File: src/rtl/inbox_fifo_pkg.sv
// Shared HRM CPU defaults: datapath width, inbox depth and the muxR source codes.
package inbox_fifo_pkg;

  localparam int HRM_WIDTH       = 8;
  localparam int HRM_INBOX_DEPTH = 16;

  typedef enum logic [1:0] {
    SRC_INBOX = 2'b00,
    SRC_MEM   = 2'b01,
    SRC_ALU   = 2'b11
  } mux_r_src_e;

endpackage

File: src/rtl/fifo_mem_2p.sv
// DEPTH x WIDTH storage for the inbox queue: synchronous write, asynchronous read, no reset.
module fifo_mem_2p
  import inbox_fifo_pkg::*;
#(
  parameter int WIDTH = HRM_WIDTH,
  parameter int DEPTH = HRM_INBOX_DEPTH
) (
  input  logic                     clk,
  input  logic                     wr_en,
  input  logic [$clog2(DEPTH)-1:0] wr_addr,
  input  logic [WIDTH-1:0]         wr_data,
  input  logic [$clog2(DEPTH)-1:0] rd_addr,
  output logic [WIDTH-1:0]         rd_data
);

  logic [WIDTH-1:0] mem [DEPTH];

  always_ff @(posedge clk) begin
    if (wr_en) mem[wr_addr] <= wr_data;
  end

  assign rd_data = mem[rd_addr];

endmodule

File: src/rtl/inbox_fifo.sv
// HRM CPU inbox: first-word-fall-through queue with sticky error flag.
// Define INBOX_LEVEL_EN to expose the occupancy on oLevel.
module inbox_fifo
  import inbox_fifo_pkg::*;
#(
  parameter int WIDTH = HRM_WIDTH,
  parameter int DEPTH = HRM_INBOX_DEPTH
) (
  input  logic                    clk,
  input  logic                    rst,
  input  logic [WIDTH-1:0]        iData,
  input  logic                    iWr,
  input  logic                    iRd,
  output logic signed [WIDTH-1:0] oData,
  output logic                    oEmpty,
  output logic                    oFull,
`ifdef INBOX_LEVEL_EN
  output logic [$clog2(DEPTH):0]  oLevel,
`endif
  output logic                    oErr
);

  localparam int AW = $clog2(DEPTH);
  localparam logic [AW:0] FULL_CNT = (AW + 1)'(DEPTH);

  logic [AW-1:0]    wr_ptr, rd_ptr;
  logic [AW:0]      count;
  logic [WIDTH-1:0] rd_data;
  logic             push_ok, pop_ok, err_now;

  assign oEmpty = (count == '0);
  assign oFull  = (count == FULL_CNT);

  // When full, a concurrent pop frees the head slot, which is exactly where wr_ptr points.
  assign push_ok = iWr && (!oFull || iRd);
  assign pop_ok  = iRd && !oEmpty;
  assign err_now = (iRd && oEmpty) || (iWr && oFull && !iRd);

  always_ff @(posedge clk or posedge rst) begin
    if (rst) begin
      wr_ptr <= '0;
      rd_ptr <= '0;
      count  <= '0;
      oErr   <= 1'b0;
    end else begin
      if (push_ok) wr_ptr <= wr_ptr + 1'b1;
      if (pop_ok)  rd_ptr <= rd_ptr + 1'b1;
      if (push_ok && !pop_ok)      count <= count + 1'b1;
      else if (pop_ok && !push_ok) count <= count - 1'b1;
      if (err_now) oErr <= 1'b1;
    end
  end

  fifo_mem_2p #(.WIDTH(WIDTH), .DEPTH(DEPTH)) u_mem (
    .clk     (clk),
    .wr_en   (push_ok),
    .wr_addr (wr_ptr),
    .wr_data (iData),
    .rd_addr (rd_ptr),
    .rd_data (rd_data)
  );

  assign oData = oEmpty ? '0 : rd_data;

`ifdef INBOX_LEVEL_EN
  assign oLevel = count;
`endif

endmodule

File: config.mk
export PLATFORM = sky130hd
export DESIGN_NAME = inbox_fifo
export DESIGN_NICKNAME = d
export VERILOG_FILES = /design/src/rtl/inbox_fifo_pkg.sv /design/src/rtl/fifo_mem_2p.sv /design/src/rtl/inbox_fifo.sv
export SDC_FILE = /design/constraint.sdc
export NUM_CORES = 1
export LEC_CHECK = 0
export BUFFER_PORTS_ARGS = -buffer_cell sky130_fd_sc_hd__buf_4
export CAP_MARGIN = 5
export CORE_MARGIN = 3
export CORE_UTILIZATION = 25
export CTS_CLUSTER_SIZE = 10
export DETAILED_ROUTE_END_ITERATION = 6
export GPL_TIMING_DRIVEN = 0
export PLACE_DENSITY = 0.47
export SLEW_MARGIN = 20
export SYNTH_ARGS = -nofsm -noshare
export SYNTH_HDL_FRONTEND = slang
export SYNTH_SLANG_ARGS = --single-unit
File: constraint.sdc
create_clock -name clk -period 4.1 [get_ports clk]
set_input_delay 1.23 -clock clk [delete_from_list [all_inputs] [get_ports clk]]
set_output_delay 1.23 -clock clk [all_outputs]
set_load 0.1 [all_outputs]
==> summary.md <==
| Metric | Value |
|---|---|
| Layout Cells excl Fill | `671` |
| Area growth from synthesis to layout | `19.9%` |
| #FFs+latches synth | `142` |
| Vias | `2884` |
| Metal1 wirelength | `5950 µm` |
| GRT Residual Overflow | `0` |
| Cell count after synthesis | `304` |
| Final Skew | `0.0103 ns` |
| Site Rows | `55` |
| Critical Path Source Type | `register` |
| I/O pin count | `23` |
| Uppermost layer routed | `met4` |
| DP HPWL | `8450 µm` |
| Total GRT Usage | `0.106` |
| Wire per inst | `19.1 µm` |
| Int Power | `3.36 mW` |
| PnR Total Power | `5.65 mW` |
| Sw frac | `0.406` |
| Worst Path Max Fanout | `10` |
| First-pass GRT wire length | `19500 µm` |
| Vias/cell | `4.30` |
| Sequential Power Share | `0.328` |
| Slew headroom | `0.395` |
| Design area | `0.00704 mm²` |
| Switching power | `2.30 mW` |
| Final Hold Viols | `0` |
| CTS tree | `yes` |
| Setup bufs post-CTS | `0` |
| Clk pin slew, worst setup/hold paths | `0.06 ns` |
| Final setup margin | `0.129 ns` |
| WS Path Type | `reg2out` |
| Wire length on met2 | `6350 µm` |
| Total Wirelength | `12800 µm` |
| Maximum clock path buffer count | `2` |
| Leak | `2.33 nW` |
| DRC viols | `0` |
| Area of the mapped netlist | `0.00587 mm²` |
| Vias in the first global route | `3054` |
| # diodes | `0` |
| Final GP Congestion | `0.723` |
| Util after Layout | `0.308` |
| Outcome | `finished clean` |
| Nets | `367` |
| CTS resizes | `0` |
| Final setup fails | `0` |
| Die Area | `0.0254 mm²` |
| Clk sinks | `142` |
| Largest net degree at the start of global routing | `17` |
| CP required | `2.87 ns` |
| Clk network pwr share | `0.254` |
| Cts hold-fix bufs | `0` |
| Worst Setup End Kind | `output pin` |
| Clock Tree Root | `clkbuf_16` |
| CTS Buf Count | `17` |
| Worst min path class | `reg2reg` |
| Number of iterations in the first detailed-routing pass | `4` |
| Average cell area after synthesis | `19.3 µm²` |
| Combinational share of power | `0.417` |
| Layout cell share with drive strength beyond 1 | `0.282` |
| Mapped Nets | `326` |
| Highest clock rate | `252 MHz` |
| Netlist cell types | `38` |
| Area of placed instances | `0.00649 mm²` |
| Core Region | `0.0228 mm²` |
| Critical path data arrival time | `2.74 ns` |
| Port Buffer Count | `22` |
| Pwr/cell area | `803 mW/mm²` |
| H-tree levels | `4` |
| Initial Util | `0.257` |
| Slew Viols, Final | `0` |
| Max cap viols | `0` |
| Die Y | `159 µm` |
| Clk Latency, worst-skew pair | `0.42 ns` |
| Initial antenna violation count | `0` |
| DRT iter0 DRCs | `142` |
| Tcrit/Tclk final | `0.968` |
| Place WS | `0.135 ns` |
| Post-synthesis sequential area ratio | `0.714` |
| Die outline width | `159 µm` |
| YS warnings | `0` |
| IR drop worst, VDD | `793 µV` |
| Hold WS | `0.466 ns` |
| Unrepaired setup endpoints after global routing | `no` |
| Setup TNS | `0 ns` |
| Antenna viol nets, final | `0` |
| Metal3 WL | `418 µm` |
| Dpl cells | `639` |
| Final worst path period need | `3.97 ns` |
| Worst-Margin Slew | `0.904 ns` |
cells in the mapped netlist, drive strengths merged:
| cell | instances | area, µm² |
|---|---|---|
| a21o | 3 | 22.5 |
| or4 | 1 | 11.3 |
| nor2 | 16 | 62.6 |
| a21boi | 1 | 7.51 |
| nand3 | 2 | 10.0 |
| xnor2 | 6 | 52.6 |
| a211oi | 16 | 120 |
| edfxtp | 128 | 3840 |
| o21ai | 5 | 36.3 |
| nand4 | 1 | 6.26 |
| xor2 | 3 | 26.3 |
| and2 | 1 | 6.26 |
| mux2i | 8 | 80.1 |
| a21oi | 2 | 10.0 |
| a31oi | 2 | 18.8 |
| nor3 | 5 | 25.0 |
| a221o | 1 | 10.0 |
| mux2 | 2 | 22.5 |
| nor2b | 8 | 50.1 |
| nand2b | 2 | 12.5 |
| nor4 | 2 | 12.5 |
| buf | 13 | 96.3 |
| clkbuf | 4 | 15.0 |
| inv | 7 | 26.3 |
| mux4 | 32 | 766 |
| ha | 9 | 113 |
| fa | 1 | 20.0 |
| dfrtp | 14 | 350 |
| a2111oi | 1 | 8.76 |
| nand2 | 8 | 30.0 |
layout make-up:
| type | count | area [µm²] |
|---|---|---|
| clock inverters | 15 | 126 |
| well taps | 313 | 392 |
| multi-input cells | 138 | 1600 |
| flip-flops and latches | 142 | 4190 |
| repair buffers | 22 | 165 |
| clock buffers | 17 | 425 |
| inverters | 7 | 26.3 |
| fillers | 2281 | 15800 |
| plain buffers | 17 | 111 |
layout by cell type (no fill, tap or decap), types with 3 or more instances in the layout:
master,count
inv_1,7
a211oi_1,8
mux2i_1,8
clkbuf_1,4
o21ai_0,4
ha_1,9
nand2_1,8
edfxtp_1,128
clkbuf_16,17
xor2_1,3
buf_4,25
nor2_1,15
mux4_2,20
nor3_2,4
clkinvlp_4,4
dfrtp_1,14
a21o_1,3
buf_1,3
nor2b_1,8
mux4_1,12
buf_2,4
a211oi_2,8
inv_6,7
xnor2_1,6
per-layer routing:
| metal | vias to the layer above | global-route usage |
|---|---|---|
| met5 | - | 0 |
| met4 | 0 | 0.0275 |
| met3 | 10 | 0.0291 |
| met2 | 45 | 0.171 |
| met1 | 1513 | 0.141 |
| li1 | 1316 | - |
critical path: stages (launching register included):
cell and delay [ns]:
dfrtp_1 0.36, buf_6 0.16, buf_12 0.16, mux4_1 0.60
a211oi_1 0.67, a211oi_2 0.09, buf_4 0.27
path summary, 6_finish.rpt:
| kind | startpoint | to | slack (ns) | cells after the start |
|---|---|---|---|---|
| min | oErr$_DFFE_PP0P_ | oErr$_DFFE_PP0P_ | 0.47 | 1 |
| min in group asynchronous | rst | oErr$_DFFE_PP0P_ | 0.88 | 2 |
| max | rd_ptr[1]$_DFFE_PP0P_ | oData[3] | 0.13 | 6 |
| max reg2reg | count[0]$_DFFE_PP0P_ | count[4]$_DFFE_PP0P_ | 0.67 | 9 |
| min reg2reg | oErr$_DFFE_PP0P_ | oErr$_DFFE_PP0P_ | 0.47 | 1 |
| max in group asynchronous | rst | rd_ptr[2]$_DFFE_PP0P_ | 2.83 | 2 |
state kept, by name, summed over array words and instances, names as in the netlist:
name	flops
u_mem.mem	128
oErr	1
count	5
wr_ptr	4
rd_ptr	4
kinds of logic (layout without fill, tap and decap cells):
group	count (synthesis)	in the layout	synth area share
flops	142	142	0.714
simple gates	46	46	0.0386
mux	42	42	0.148
compound gates	31	31	0.0398
buf+inv	24	78	0.0234
fa+ha+maj	10	10	0.0226
xor+xnor	9	9	0.0134
power by group through the flow:
stage               Combinational, mW  Clock [mW]  Sequential [mW]
CTS                              2.40        1.47             1.86
floorplan                        1.81           0             1.88
global route                     2.52        1.54             1.88
global placement                 2.36           0             1.88
finish                           2.36        1.44             1.85
detailed placement               2.39           0             1.89
Note: power is estimated with default switching activity, not from simulation.
